### config.mk
export PLATFORM = sky130hd
export DESIGN_NAME = go_pulse_gen
export DESIGN_NICKNAME = d
export VERILOG_FILES = /design/src/rtl/go_pulse_gen.sv
export SDC_FILE = /design/constraint.sdc
export NUM_CORES = 1
export LEC_CHECK = 0
export BUFFER_PORTS_ARGS = -buffer_cell sky130_fd_sc_hd__buf_4
export CAP_MARGIN = 20
export CORE_UTILIZATION = 46
export CTS_BUF_LIST = sky130_fd_sc_hd__clkbuf_2 sky130_fd_sc_hd__clkbuf_4 sky130_fd_sc_hd__clkbuf_8
export CTS_CLUSTER_SIZE = 10
export DETAILED_ROUTE_END_ITERATION = 8
export GPL_TIMING_DRIVEN = 1
export SLEW_MARGIN = 5
export SYNTH_ARGS = -nofsm -noshare
export SYNTH_HDL_FRONTEND = slang
export SYNTH_SLANG_ARGS = --single-unit
export TNS_END_PERCENT = 20
### constraint.sdc
create_clock -name clock -period 2.34 [get_ports clock]
set_input_delay 0.117 -clock clock [delete_from_list [all_inputs] [get_ports clock]]
set_output_delay 0.117 -clock clock [all_outputs]
set_load 0.005 [all_outputs]
### src/rtl/go_pulse_gen.sv
// Step strobe generator: a rate divider in auto-run mode, or a debounced pushbutton in single-step mode.
// Also produces a heartbeat LED and a modulo-256 step counter for the debug displays.
module go_pulse_gen #(
    parameter int CLK_HZ      = 50000000,
    parameter int DEBOUNCE_MS = 10
) (
    input  logic       clock,
    input  logic       reset_n,
    input  logic       enable,
    input  logic       mode,
    input  logic [1:0] rate_sel,
    input  logic       step_key_n,
    output logic       go,
    output logic       tick_led,
    output logic [7:0] step_count
);

    localparam int DEB_CYCLES = (CLK_HZ / 1000) * DEBOUNCE_MS;
    localparam int DC_W       = $clog2(DEB_CYCLES);
    localparam int DIV_W      = $clog2(CLK_HZ);

    localparam logic [DC_W-1:0]  DC_TOP = DC_W'(DEB_CYCLES - 1);
    localparam logic [DIV_W-1:0] TOP_1HZ = DIV_W'(CLK_HZ - 1);
    localparam logic [DIV_W-1:0] TOP_2HZ = DIV_W'((CLK_HZ / 2) - 1);
    localparam logic [DIV_W-1:0] TOP_4HZ = DIV_W'((CLK_HZ / 4) - 1);
    localparam logic [DIV_W-1:0] TOP_8HZ = DIV_W'((CLK_HZ / 8) - 1);

    localparam logic [1:0] ST_IDLE         = 2'd0;
    localparam logic [1:0] ST_PRESS_WAIT   = 2'd1;
    localparam logic [1:0] ST_HELD         = 2'd2;
    localparam logic [1:0] ST_RELEASE_WAIT = 2'd3;

    logic             key_meta_r;
    logic             key_sync_r;
    logic [1:0]       state_r;
    logic [1:0]       state_next_s;
    logic [DC_W-1:0]  dc_r;
    logic [DC_W-1:0]  dc_next_s;
    logic             press_s;
    logic [DIV_W-1:0] div_r;
    logic [DIV_W-1:0] div_next_s;
    logic [DIV_W-1:0] div_top_s;
    logic [1:0]       rate_prev_r;
    logic             wrap_s;
    logic             go_next_s;

    // Two-flop synchronizer; resets to the released level so a held key must re-qualify.
    always_ff @(posedge clock or negedge reset_n) begin
        if (!reset_n) begin
            key_meta_r <= 1'b1;
            key_sync_r <= 1'b1;
        end else begin
            key_meta_r <= step_key_n;
            key_sync_r <= key_meta_r;
        end
    end

    // Debounce next-state: counter clears on every state change, press fires on qualification.
    always_comb begin
        state_next_s = state_r;
        dc_next_s    = {DC_W{1'b0}};
        press_s      = 1'b0;
        case (state_r)
            ST_IDLE: begin
                if (!key_sync_r) begin
                    state_next_s = ST_PRESS_WAIT;
                end else begin
                    state_next_s = ST_IDLE;
                end
            end
            ST_PRESS_WAIT: begin
                if (key_sync_r) begin
                    state_next_s = ST_IDLE;
                end else if (dc_r == DC_TOP) begin
                    state_next_s = ST_HELD;
                    press_s      = 1'b1;
                end else begin
                    dc_next_s = dc_r + DC_W'(1);
                end
            end
            ST_HELD: begin
                if (key_sync_r) begin
                    state_next_s = ST_RELEASE_WAIT;
                end else begin
                    state_next_s = ST_HELD;
                end
            end
            ST_RELEASE_WAIT: begin
                if (!key_sync_r) begin
                    state_next_s = ST_HELD;
                end else if (dc_r == DC_TOP) begin
                    state_next_s = ST_IDLE;
                end else begin
                    dc_next_s = dc_r + DC_W'(1);
                end
            end
            default: begin
                state_next_s = ST_IDLE;
            end
        endcase
    end

    // Debounce state and counter registers.
    always_ff @(posedge clock or negedge reset_n) begin
        if (!reset_n) begin
            state_r <= ST_IDLE;
            dc_r    <= {DC_W{1'b0}};
        end else begin
            state_r <= state_next_s;
            dc_r    <= dc_next_s;
        end
    end

    // Terminal count of the divider for the selected auto rate.
    always_comb begin
        case (rate_sel)
            2'd0:    div_top_s = TOP_1HZ;
            2'd1:    div_top_s = TOP_2HZ;
            2'd2:    div_top_s = TOP_4HZ;
            2'd3:    div_top_s = TOP_8HZ;
            default: div_top_s = TOP_1HZ;
        endcase
    end

    // Divider next value; a rate change restarts the period without firing.
    always_comb begin
        div_next_s = {DIV_W{1'b0}};
        wrap_s     = 1'b0;
        if (!enable || mode) begin
            div_next_s = {DIV_W{1'b0}};
        end else if (rate_sel != rate_prev_r) begin
            div_next_s = {DIV_W{1'b0}};
        end else if (div_r == div_top_s) begin
            div_next_s = {DIV_W{1'b0}};
            wrap_s     = 1'b1;
        end else begin
            div_next_s = div_r + DIV_W'(1);
        end
    end

    // Divider and previous-rate registers.
    always_ff @(posedge clock or negedge reset_n) begin
        if (!reset_n) begin
            div_r       <= {DIV_W{1'b0}};
            rate_prev_r <= 2'd0;
        end else begin
            div_r       <= div_next_s;
            rate_prev_r <= rate_sel;
        end
    end

    // Only the source chosen by the current mode may fire; the other is dropped.
    always_comb begin
        go_next_s = enable & ((~mode & wrap_s) | (mode & press_s));
    end

    // Registered strobe with heartbeat toggle and step counter updated alongside it.
    always_ff @(posedge clock or negedge reset_n) begin
        if (!reset_n) begin
            go         <= 1'b0;
            tick_led   <= 1'b0;
            step_count <= 8'd0;
        end else begin
            go <= go_next_s;
            if (go_next_s) begin
                tick_led   <= ~tick_led;
                step_count <= step_count + 8'd1;
            end else begin
                tick_led   <= tick_led;
                step_count <= step_count;
            end
        end
    end

endmodule

Yosys cells after proc, flatten, opt, wreduce, memory -nomap -nowiden
Index checks and enable logic that the tools add are counted.

Input port bits: 7. Bits in registers: 61. Output and inout bits: 10.

Reductions and logical operators: 5. Add/subtract/negate cells: 3. Bitwise logic cells: 6. Equal/unequal tests: 11. Multiplexer cells: 21.

Operators by type and width (count): $pmux W26 S4 (1); $mux W26 (3); $mux W19 (3); $pmux W19 S2 (1); $add A26 B1 Y26 const B (1); $eq A26 B26 Y1 (1); $add A19 B1 Y19 const B (1); $eq A19 B19 Y1 const B (1); $add A8 B1 Y8 const B (1); $eq A2 B2 Y1 const B (4); $mux W1 (8); $mux W2 (4); $pmux W2 S4 (1); $ne A3 B3 Y1 const B (2); $eq A2 B1 Y1 const B (2); $logic_not A2 Y1 (2); $and A1 B1 Y1 (3); $ne A2 B2 Y1 (1); $not A1 Y1 (2); $reduce_and A2 Y1 (1); $logic_not A1 Y1 (1); $logic_or A1 B1 Y1 (1); $or A1 B1 Y1 (1).

Depth between registers and ports, before layout
Depth in word-level cells: 9. Mapped depth: 8. Gate-level depth less buffers: 8.

Worst setup path before layout
OpenSTA, ideal clock, no wires.

Path type: register to register. Start point: reg div_r[0]. End point: reg step_count[1]. Stages on the path, launching flop included: 8. Setup time: 125 ps. Arrival time: 1979 ps. Slack: 236 ps. Path through: dfrtp_1 -> ha_1 -> and3_1 -> nand4_1 -> nor4_1 -> nand4b_1 -> o22ai_4 -> mux2_2.

Cells in the longest elaborated chain, start to end: 7.

RTL lines: start: declaration (RTL line 40) `logic [DIV_W-1:0] div_r;`; start signal: assignment (RTL line 144) `div_r <= {DIV_W{1'b0}};`; start signal: assignment (RTL line 147) `div_r <= div_next_s;`; $eq A26 B26 Y1 (RTL line 133) `end else if (div_r == div_top_s) begin`; $mux W1 (RTL line 133); $mux W1 (RTL line 131) `end else if (rate_sel != rate_prev_r) begin`; $mux W1 (RTL line 129) `if (!enable || mode) begin`; $and A1 B1 Y1 (RTL line 154) `go_next_s = enable & ((~mode & wrap_s) | (mode & press_s));`; $or A1 B1 Y1 (RTL line 154); $and A1 B1 Y1 (RTL line 154); end signal: assignment (RTL line 167) `step_count <= step_count + 8'd1;`; end signal: assignment (RTL line 170) `step_count <= step_count;`; end: declaration (RTL line 15) `output logic [7:0] step_count`.

Every way passes these cells. A chain may end at the register's enable or synchronous reset.

Worst setup path in the final report
Start point: reg dc_r[6]. End point: reg step_count[1].

Cells in the longest elaborated chain, start to end: 7.

RTL lines: start: declaration (RTL line 37) `logic [DC_W-1:0] dc_r;`; start signal: assignment (RTL line 107) `dc_r <= {DC_W{1'b0}};`; start signal: assignment (RTL line 110) `dc_r <= dc_next_s;`; $eq A19 B19 Y1 (RTL line 74) `end else if (dc_r == DC_TOP) begin`; $mux W1 (RTL line 74); $mux W1 (RTL line 72) `if (key_sync_r) begin`; $mux W1 (RTL line 63) `case (state_r)`; $and A1 B1 Y1 (RTL line 154); $or A1 B1 Y1 (RTL line 154); $and A1 B1 Y1 (RTL line 154).

Every way passes these cells.

==> flow_summary.json <==
{
  "drtPass1Iterations": 4,
  "path_clk_slew_ps": 70,
  "pin_count": 17,
  "synth_nets": 319,
  "tightest_slew_ps": 745,
  "grt_pass1_vias": 2083,
  "initial_core_util_pct": 47.8,
  "yosysTopAreaCell": "dfrtp_1",
  "diodes": 0,
  "fmax_mhz": 454,
  "antenna_found_initial": 0,
  "fin_ws_ps": 136,
  "worstSetupPathType": "reg -> reg",
  "grt_overflow": 0,
  "skew_ps": 5.21,
  "synth.area.top_cells": "dfrtp_1 48%, xor2_1 8.0%, nor2_1 6.4%",
  "hold_class": "in -> reg",
  "ys_seq_elements": 61,
  "drt_iter0_drc": 82,
  "ir_drop_v": 0.000303,
  "synthCells": 309,
  "leakage_nw": 1.48,
  "timing.final.crit_share_pct": 94.2,
  "yosysTopAreaCellShare_pct": 48.4,
  "crit_end": "step_count[1]",
  "synth_area_um2": 3050,
  "grt_usage_pct": 18.2,
  "relSlewSlack_pct": 50.3,
  "fillers": 578,
  "power_density_nw_per_um2": 584,
  "endpoint_kind": "register",
  "synth.avg_cell_area_um2": 9.88,
  "cts_root_buf": "clkbuf_8",
  "crit_path_max_fanout": 8,
  "finalNetCount": 354,
  "rrSetupSlack_ps": 140,
  "grt_first_pass_wirelength_mm": 9.89,
  "yosys_most_used_dff": "dfrtp_1",
  "routed_wl_mm": 5.57,
  "ys_warn_count": 0,
  "cp-start-kind": "register",
  "async_flop_share_pct": 100,
  "whs_ps": 171,
  "seqCellArea_um2": 1530,
  "yosysMostFrequentCell": "dfrtp_1",
  "clock_latency_ps": 340,
  "cts.sinks": 61,
  "tritoncts": "built",
  "utilization_pct": 56.2,
  "vias_per_cell": 5.22,
  "setup_viol": 0,
  "dp_hpwl_mm": 3.80,
  "die_height_um": 83.5,
  "dr_total_vias": 2225,
  "worstPathArrival_ps": 2440,
  "fp.coreArea_um2": 6390,
  "synth.distinct_cells": 50,
  "drt_drc_violations_left": 0,
  "hold_viol": 0,
  "reg2reg_depth": 5,
  "synth_common_cells": "59 x dfrtp_1, 52 x nor2_1, 30 x nand2_1, 28 x xor2_1, 22 x xnor2_1",
  "dieWidth_um": 83.5,
  "finalPower_mw": 2.09,
  "period_minus_slack_ps": 2200,
  "grt_max_degree": 62,
  "r2r_end": "step_count[1]",
  "multi_input_area_um2": 1480,
  "cts-htree-levels": 3,
  "finalWeightedCongestion": 0.774,
  "rows": 29,
  "synth_edf_count": 0,
  "wire_per_inst_um": 13.1,
  "r2r-start": "dc_r[6]",
  "die_area_um2": 6960,
  "rsz0062_at_grt": "true",
  "numPortBuffers": 16,
  "area_growth_pct": 17.5,
  "cp_data_required_time_ps": 2570,
  "pre_cts_ws_ps": -11.6,
  "maxCapViolCount": 0,
  "final_layout_size_suffix_gt1_share_pct": 16.0,
  "finalMaxSlewViolations": 0,
  "ant_nets": 0,
  "numCtsBuffers": 9,
  "outcome": "complete, no violations",
  "yosysSeqAreaShare_pct": 50.1,
  "startpoint": "dc_r[6]",
  "cts_buffer_depth": 2
}
[metrics by stage]
stage | TNS [ps] | cells | instance area [µm²]
2_1_floorplan | 0 | 309 | 3050
3_3_place_gp | 0 | 405 | 3310
3_5_place_dp | -11.6 | 405 | 3310
4_1_cts | 0 | 425 | 3560
5_1_grt | -11.0 | 426 | 3590
6_report | 0 | 426 | 3590
[state kept, by name, indices dropped and copies added (netlist names), named ones only]
signal and flops:
div_r 26, go 1, key_meta_r 1, state_r 1, step_count 8, dc_r 19
tick_led 1, key_sync_r 1, rate_prev_r 2
[power breakdown]
part | internal, mW | switching (mW) | total (mW)
sequential | 1.06 | 0.00450 | 1.07
clock | 0.534 | 0.418 | 0.952
combinational | 0.0274 | 0.0482 | 0.0756
total | 1.62 | 0.471 | 2.09
[worst min path at each step]
stage / slack, ps / endpoint / depth (start not counted) / from
3_3_place_gp: 230 / key_meta_r / 1 / step_key_n
4_1_cts: 150 / go / 3 / enable
2_1_floorplan: -180 / async pin / 0 / reset_n
5_1_grt: 180 / go / 3 / enable
6_report: 170 / go / 3 / enable
3_5_place_dp: 230 / key_meta_r / 1 / step_key_n
[cell type report]
cell class                 count  area share, %
sequential                    61           42.6
multi-input combinational    235           41.2
timing repair buffer          31           7.12
clock buffer                  11           4.05
tap                           77           2.69
clock inverter                 5           1.64
inverter                       6          0.628
[cells in the final DEF, fill, tap and decap left out, types with 5 or more instances in the layout]
master / Yosys / routed
nand2_1: 30 / 30
nand4_1: 11 / 11
and3_1: 9 / 9
xnor2_1: 22 / 22
nand3_1: 15 / 15
clkbuf_8: 0 / 10
buf_4: 1 / 26
inv_1: 6 / 6
o21ai_0: 7 / 7
a21oi_1: 6 / 6
nor2_1: 52 / 52
nor2b_1: 5 / 5
dfrtp_1: 59 / 59
xor2_1: 28 / 28
[critical path: stages, from the launching register on]
cell and delay (ps):
dfrtp_1 420, or4b_1 520, nor4_2 370, nand2_2 160, o22ai_4 260, mux2_2 370
[repair_timing]
item / in CTS / in global routing
endpoints found under the hold margin: 62 / 0
buffers inserted: 0 / 1
setup endpoints to repair: 1 / 9
resized for setup: 1 / 2
pin swaps: 0 / 4
hold buffers: 4 / 0
[kinds of logic (layout without fill, tap and decap cells)]
| kind of cell | count (synthesis) | count (layout) | synth area share, % |
|---|---|---|---|
| compound gates | 24 | 24 | 5.29 |
| flops | 61 | 61 | 50.1 |
| xor+xnor | 50 | 50 | 14.4 |
| simple gates | 157 | 157 | 26.5 |
| mux | 1 | 1 | 0.369 |
| fa+ha+maj | 3 | 3 | 1.23 |
| buf+inv | 13 | 53 | 2.13 |
[routing by layer]
layer | wire length, µm | global-route usage, % | vias up
li1 | - | - | 1123
met1 | 2900 | 26.2 | 1064
met2 | 2400 | 25.0 | 27
met3 | 147 | 4.45 | 11
met4 | 130 | 10.2 | 0
met5 | 0 | 0 | -
No activity file was read; power rests on OpenSTA's default activity.
